File: config.mk
export PLATFORM = sky130hd
export DESIGN_NAME = airi5c_trng_health
export DESIGN_NICKNAME = d
export VERILOG_FILES = /design/src/rtl/airi5c_trng_health.sv
export SDC_FILE = /design/constraint.sdc
export NUM_CORES = 1
export LEC_CHECK = 0
export BUFFER_PORTS_ARGS = -buffer_cell sky130_fd_sc_hd__buf_2
export CORE_UTILIZATION = 37
export DETAILED_ROUTE_END_ITERATION = 10
export SLEW_MARGIN = 10
export SYNTH_ARGS = -nofsm -noshare
export SYNTH_HDL_FRONTEND = slang
export SYNTH_SLANG_ARGS = --single-unit
File: constraint.sdc
create_clock -name clk -period 3.5 [get_ports clk]
set_input_delay 0.7 -clock clk [delete_from_list [all_inputs] [get_ports clk]]
set_output_delay 0.7 -clock clk [all_outputs]
set_load 0.02 [all_outputs]
File: src/rtl/airi5c_trng_health.sv
// airi5c_trng_health
// Continuous entropy health monitor placed between the TRNG core and the random-pool FIFO.
// Every 8-bit sample gets a Repetition Count Test (RCT) and an Adaptive Proportion Test
// (APT). A start-up block of samples is tested but discarded. After that, passing samples
// are forwarded. Any failure latches an alarm that blocks output until it is cleared.
//
// Optional feature: define AIRI5C_TRNG_HEALTH_STATS_EN to get a 16-bit saturating count of
// alarm entries on fail_cnt_o. Without it, fail_cnt_o is tied to zero.
//
// Ports:
//   clk          system clock
//   n_reset      asynchronous active-low reset
//   enable_i     monitor enable; low flushes to idle
//   data_i       raw sample from TRNG core
//   valid_i      data_i valid strobe
//   alarm_clr_i  pulse that clears a latched alarm and restarts the start-up block
//   data_o       checked sample (holds its value while valid_o is low)
//   valid_o      checked sample valid, one cycle wide
//   ready_o      start-up complete, monitor forwarding
//   alarm_o      sticky alarm (rct_fail_o | apt_fail_o)
//   rct_fail_o   sticky RCT failure flag
//   apt_fail_o   sticky APT failure flag
//   fail_cnt_o   alarm-entry counter (optional feature)

module airi5c_trng_health #(
  parameter int unsigned RCT_CUTOFF      = 4,
  parameter int unsigned APT_WINDOW      = 512,
  parameter int unsigned APT_CUTOFF      = 13,
  parameter int unsigned STARTUP_SAMPLES = 64
) (
  input  logic        clk,
  input  logic        n_reset,
  input  logic        enable_i,
  input  logic [7:0]  data_i,
  input  logic        valid_i,
  input  logic        alarm_clr_i,
  output logic [7:0]  data_o,
  output logic        valid_o,
  output logic        ready_o,
  output logic        alarm_o,
  output logic        rct_fail_o,
  output logic        apt_fail_o,
  output logic [15:0] fail_cnt_o
);

  localparam int unsigned IdxW    = $clog2(APT_WINDOW);
  // One extra bit so a match count equal to the full window length still fits.
  localparam int unsigned AptCntW = IdxW + 1;

  localparam logic [7:0]         RctCut      = 8'(RCT_CUTOFF);
  localparam logic [AptCntW-1:0] AptCut      = AptCntW'(APT_CUTOFF);
  localparam logic [15:0]        StartupLast = 16'(STARTUP_SAMPLES - 1);

  typedef enum logic [1:0] {StIdle, StStartup, StRun, StAlarm} state_e;

  state_e               state_q;
  logic [15:0]          startup_cnt_q;
  logic [7:0]           rct_last_q;
  logic [7:0]           rct_cnt_q;
  logic [IdxW-1:0]      apt_idx_q;
  logic [7:0]           apt_ref_q;
  logic [AptCntW-1:0]   apt_cnt_q;
  logic                 rct_fail_q;
  logic                 apt_fail_q;
  logic                 ready_q;
  logic                 valid_q;
  logic [7:0]           data_q;

  logic [7:0]           rct_cnt_upd;
  logic [AptCntW-1:0]   apt_cnt_upd;
  logic                 rct_hit;
  logic                 apt_hit;
  logic                 testing;
  logic                 sample_fail;
  logic                 clr_tests;

  // Updated test statistics as they would be after accepting data_i.
  always_comb begin
    rct_cnt_upd = 8'd1;
    // A zero count marks "no previous sample" after a flush or clear.
    if ((rct_cnt_q != 8'd0) && (data_i == rct_last_q)) begin
      rct_cnt_upd = (rct_cnt_q == 8'hFF) ? 8'hFF : rct_cnt_q + 8'd1;
    end

    apt_cnt_upd = AptCntW'(1);
    if (apt_idx_q != '0) begin
      apt_cnt_upd = (data_i == apt_ref_q) ? apt_cnt_q + AptCntW'(1) : apt_cnt_q;
    end

    rct_hit     = (rct_cnt_upd == RctCut);
    apt_hit     = (apt_cnt_upd == AptCut);
    testing     = enable_i & valid_i & ((state_q == StStartup) | (state_q == StRun));
    sample_fail = testing & (rct_hit | apt_hit);
    clr_tests   = ~enable_i | (state_q == StIdle) | ((state_q == StAlarm) & alarm_clr_i);
  end

  // Test state and start-up counter.
  always_ff @(posedge clk or negedge n_reset) begin
    if (!n_reset) begin
      startup_cnt_q <= 16'd0;
      rct_last_q    <= 8'd0;
      rct_cnt_q     <= 8'd0;
      apt_idx_q     <= '0;
      apt_ref_q     <= 8'd0;
      apt_cnt_q     <= '0;
    end else if (clr_tests) begin
      startup_cnt_q <= 16'd0;
      rct_last_q    <= 8'd0;
      rct_cnt_q     <= 8'd0;
      apt_idx_q     <= '0;
      apt_ref_q     <= 8'd0;
      apt_cnt_q     <= '0;
    end else if (testing) begin
      rct_last_q <= data_i;
      rct_cnt_q  <= rct_cnt_upd;
      apt_idx_q  <= apt_idx_q + IdxW'(1);
      apt_cnt_q  <= apt_cnt_upd;
      if (apt_idx_q == '0) begin
        apt_ref_q <= data_i;
      end
      if ((state_q == StStartup) && !sample_fail) begin
        startup_cnt_q <= startup_cnt_q + 16'd1;
      end
    end
  end

  // Control FSM with registered outputs.
  always_ff @(posedge clk or negedge n_reset) begin
    if (!n_reset) begin
      state_q    <= StIdle;
      rct_fail_q <= 1'b0;
      apt_fail_q <= 1'b0;
      ready_q    <= 1'b0;
      valid_q    <= 1'b0;
      data_q     <= 8'd0;
    end else begin
      valid_q <= 1'b0;
      if (!enable_i) begin
        state_q    <= StIdle;
        rct_fail_q <= 1'b0;
        apt_fail_q <= 1'b0;
        ready_q    <= 1'b0;
      end else begin
        unique case (state_q)
          StIdle: begin
            state_q <= StStartup;
          end
          StStartup, StRun: begin
            if (sample_fail) begin
              state_q    <= StAlarm;
              rct_fail_q <= rct_hit;
              apt_fail_q <= apt_hit;
              ready_q    <= 1'b0;
            end else if (valid_i) begin
              if (state_q == StStartup) begin
                if (startup_cnt_q == StartupLast) begin
                  state_q <= StRun;
                  ready_q <= 1'b1;
                end
              end else begin
                valid_q <= 1'b1;
                data_q  <= data_i;
              end
            end
          end
          StAlarm: begin
            // A sample arriving with the clear is dropped; tests restart clean.
            if (alarm_clr_i) begin
              state_q    <= StStartup;
              rct_fail_q <= 1'b0;
              apt_fail_q <= 1'b0;
            end
          end
          default: begin
            state_q <= StIdle;
          end
        endcase
      end
    end
  end

`ifdef AIRI5C_TRNG_HEALTH_STATS_EN
  logic [15:0] fail_cnt_q;

  // Counts alarm entries; survives enable and alarm clears.
  always_ff @(posedge clk or negedge n_reset) begin
    if (!n_reset) begin
      fail_cnt_q <= 16'd0;
    end else if (sample_fail && (fail_cnt_q != 16'hFFFF)) begin
      fail_cnt_q <= fail_cnt_q + 16'd1;
    end
  end

  assign fail_cnt_o = fail_cnt_q;
`else
  assign fail_cnt_o = 16'h0000;
`endif

  assign data_o     = data_q;
  assign valid_o    = valid_q;
  assign ready_o    = ready_q;
  assign rct_fail_o = rct_fail_q;
  assign apt_fail_o = apt_fail_q;
  assign alarm_o    = rct_fail_q | apt_fail_q;

endmodule
==> results.md <==
* Final nets at 539
* Via count at 3592
* R2R cell count at 8
* H-tree Lvls at 3
* Iteration-0 DRC count of the detailed router at 259
* GR met2 Demand/Resource at 27.6%
* Status: finished clean
* CP Buf/Inv Count at 1
* Clock sinks at 73
* Synth unique cells at 57
* Area Overhead vs Synth at 13.3%
* Worst Setup Start Kind: primary input
* GR Util met3 at 2.80%
* Avg Vias per Cell at ~5.4
* # DRC at 0
* Worst Max-Slew Pin Slew at 0.943 ns
* Fraction of registers with async set or reset after synthesis at 100%
* PwrDens at about 540 nW/um2
* CP Data Required Time at between 3 and 4 ns
* Layout cells sized above 1 at 14.8%
* F_max at 328 MHz
* CP Capture Type: flop
* Power consumption at 2.64 mW
* Flop2flop setup slack at 0.56 ns
* Hold-fix buffers, CTS at 0
* GP Congestion at 0.869
* Clock period minus final worst setup slack at 3.05 ns
* Placed cell count at around 650
* EDFF count, synth at 0
* Wire length of the first global-routing pass at around 17000 um
* Cts bufs inserted at 9
* # diodes at 0
* Most frequent cells in the layout: dfrtp_1, nand2_1, a21oi_1
* Critical path's top delay family: simple AND/OR/NAND/NOR gates
* Critical Path Stages at 9
* CTS tree: done
* Resize count post-CTS at 0
* Mean Syn Cell Area at 8.93 um2
* Static Leak at 2.06 nW
* Core Region at 11400 um2
* # rows at 39
* Maxcap violations at 0
* Post-CTS Setup Inserts at 0
* CTS root buffer: clkbuf_16
* CP Max Fanout at 9
* Die ar. at 12200 um2
* GRT Util Overall at 17.1%
* Maximum clock path buffer count at 2
* Final Hold Vio Count at 0
* Register bit total from synthesis at 73
* FILL cells at around 1100
* Largest net degree at the start of global routing at 74
* Die height at 110 um
* Starting Density at around two fifths
* Final Setup Violations at 0
* Met1 Use GR at 22.5%
* CTS clk-pin slew, worst paths at 0.06 ns
* GR peak layer: met2
* Hold path depth at 1
* Initial antenna violation count at 0
* Max VDD drop at 0.000351 V
* Drt pass-1 iters at 4
* I/O pin count at 42
* Overflow after GRT at 0
* Critical path cell sequence: buf_2 > xor2_1 > or4_1 > o21ai_1 > a21oi_1 > o2111a_1 > and2_4 > nor4_4 > mux2_4
* Final WL at 9740 um
* Clock Skews at 0.00604 ns
* Slowest cell on crit path: nor4_4
* Most used flip-flop cell after synthesis: dfrtp_1
* Final Cycle Share at 87.2%
* Vias in the first global route at approximately 3600
* Hold Path Class: reg -> reg
* Cells after synthesis at a little under 500
* PortBufs at 25
* Slew Limit Fails at 0
* CP max stage delay at 0.71 ns
* Max transition margin at 37.2%
* RSZ-0062 raised after global routing: false
* Setup CP Type: in -> reg
* WL per Instance at between 10 and 15 um
* Critical path arrival at 3.28 ns
* Most common cell after layout, fill and taps aside: dfrtp_1
* Die width at about 110 um
* Post-Layout Cell Count at 664
* Final ANT Viol Nets at 0
* DP HPWL at 6540 um
* TNS Setup at 0 ns
* Cell Area, Synth at ~4400 um2
* Warnings, synthesis at 0
* Clk_lat worst skew at 0.34 ns
* Seq/Total Area, Yosys at a little over two fifths
-- state kept, by name, indices dropped and copies added, names as in the netlist --
name / flops
startup_cnt_q: 16
apt_cnt_q: 10
apt_idx_q: 9
apt_ref_q: 8
data_o: 8
rct_cnt_q: 8
rct_last_q: 8
state_q: 2
apt_fail_o: 1
rct_fail_o: 1
ready_o: 1
valid_o: 1
-- worst register-to-register path: stages, from the launching register on --
cell	delay [ns]
dfrtp_1	0.38
xor2_1	0.18
or4_1	0.60
o21ai_1	0.16
a21oi_1	0.09
o2111a_1	0.16
and2_4	0.17
nor4_4	0.71
mux2_4	0.36
-- path summary, 6_finish.rpt --
check,from,to
setup / recovery,data_i[3],data_o[1]$_DFFE_PN0P_
hold / removal,data_o[7]$_DFFE_PN0P_,data_o[7]$_DFFE_PN0P_
setup reg to reg,apt_ref_q[3]$_DFFE_PN0P_,data_o[1]$_DFFE_PN0P_
hold reg to reg,data_o[7]$_DFFE_PN0P_,data_o[7]$_DFFE_PN0P_
max in group asynchronous,n_reset,rct_cnt_q[3]$_DFFE_PN0P_
min in group asynchronous,n_reset,startup_cnt_q[15]$_DFFE_PN0P_
-- cell usage after synthesis, types with 7 or more instances --
cell type / number / area, um2
dfrtp_1: 73 / 1830
nand2_1: 64 / 240
a21oi_1: 51 / 255
nor2_1: 35 / 131
o21ai_0: 27 / 135
buf_4: 18 / 135
clkbuf_1: 17 / 63.8
xor2_1: 17 / 149
inv_1: 14 / 52.6
nand3_1: 13 / 65.1
nand4_1: 13 / 81.3
ha_1: 10 / 125
or3_1: 10 / 62.6
xnor2_1: 10 / 87.6
mux2_4: 8 / 120
nor3_1: 7 / 35.0
nor4_1: 7 / 43.8
-- cells by family (layout without fill, tap and decap cells) --
logic type,Yosys count,after routing,share of synthesized area (%)
flops,73,73,42.0
other cells,1,16,0.0862
compound gates,118,118,16.2
xor+xnor,27,27,5.44
mux,12,12,3.68
buf+inv,52,71,6.07
fa+ha+maj,10,10,2.88
simple gates,194,194,23.6
-- area by class of cell --
type | count | area [um2] | share of cell area, %
multi-input combinational | 377 | 2320 | 47.0
clock buffer | 12 | 256 | 5.21
inverter | 14 | 52.6 | 1.07
tap | 143 | 179 | 3.63
sequential | 73 | 1830 | 37.1
clock inverter | 4 | 51.3 | 1.04
timing repair buffer | 41 | 245 | 4.98
-- per-stage QoR --
stage	setup slack (ns)	util, %	hold slack (ns)	instance area (um2)
floorplan	0.480	-	0.404	4410
global placement	0.0815	40.5	0.494	4620
detailed placement	0.0301	40.5	0.489	4620
CTS	0.369	43.2	0.509	4930
global route	0.245	43.2	0.518	4930
finish	0.448	43.2	0.503	4930
-- power breakdown --
part           switching [mW]  total (mW)  internal, mW  leakage (nW)
clock network           0.372       0.963         0.591         0.149
logic                   0.453       0.702         0.249         0.906
registers              0.0547       0.974         0.919          1.00
-- layer usage --
layer	part of all wire [%]	vias up	wire length, um
met5	0	-	0
met3	4.2	15	408
met2	48	97	4640
li1	-	1755	-
met4	1.9	0	187
met1	46	1725	4500
Note: power is estimated with default switching activity, not from simulation.
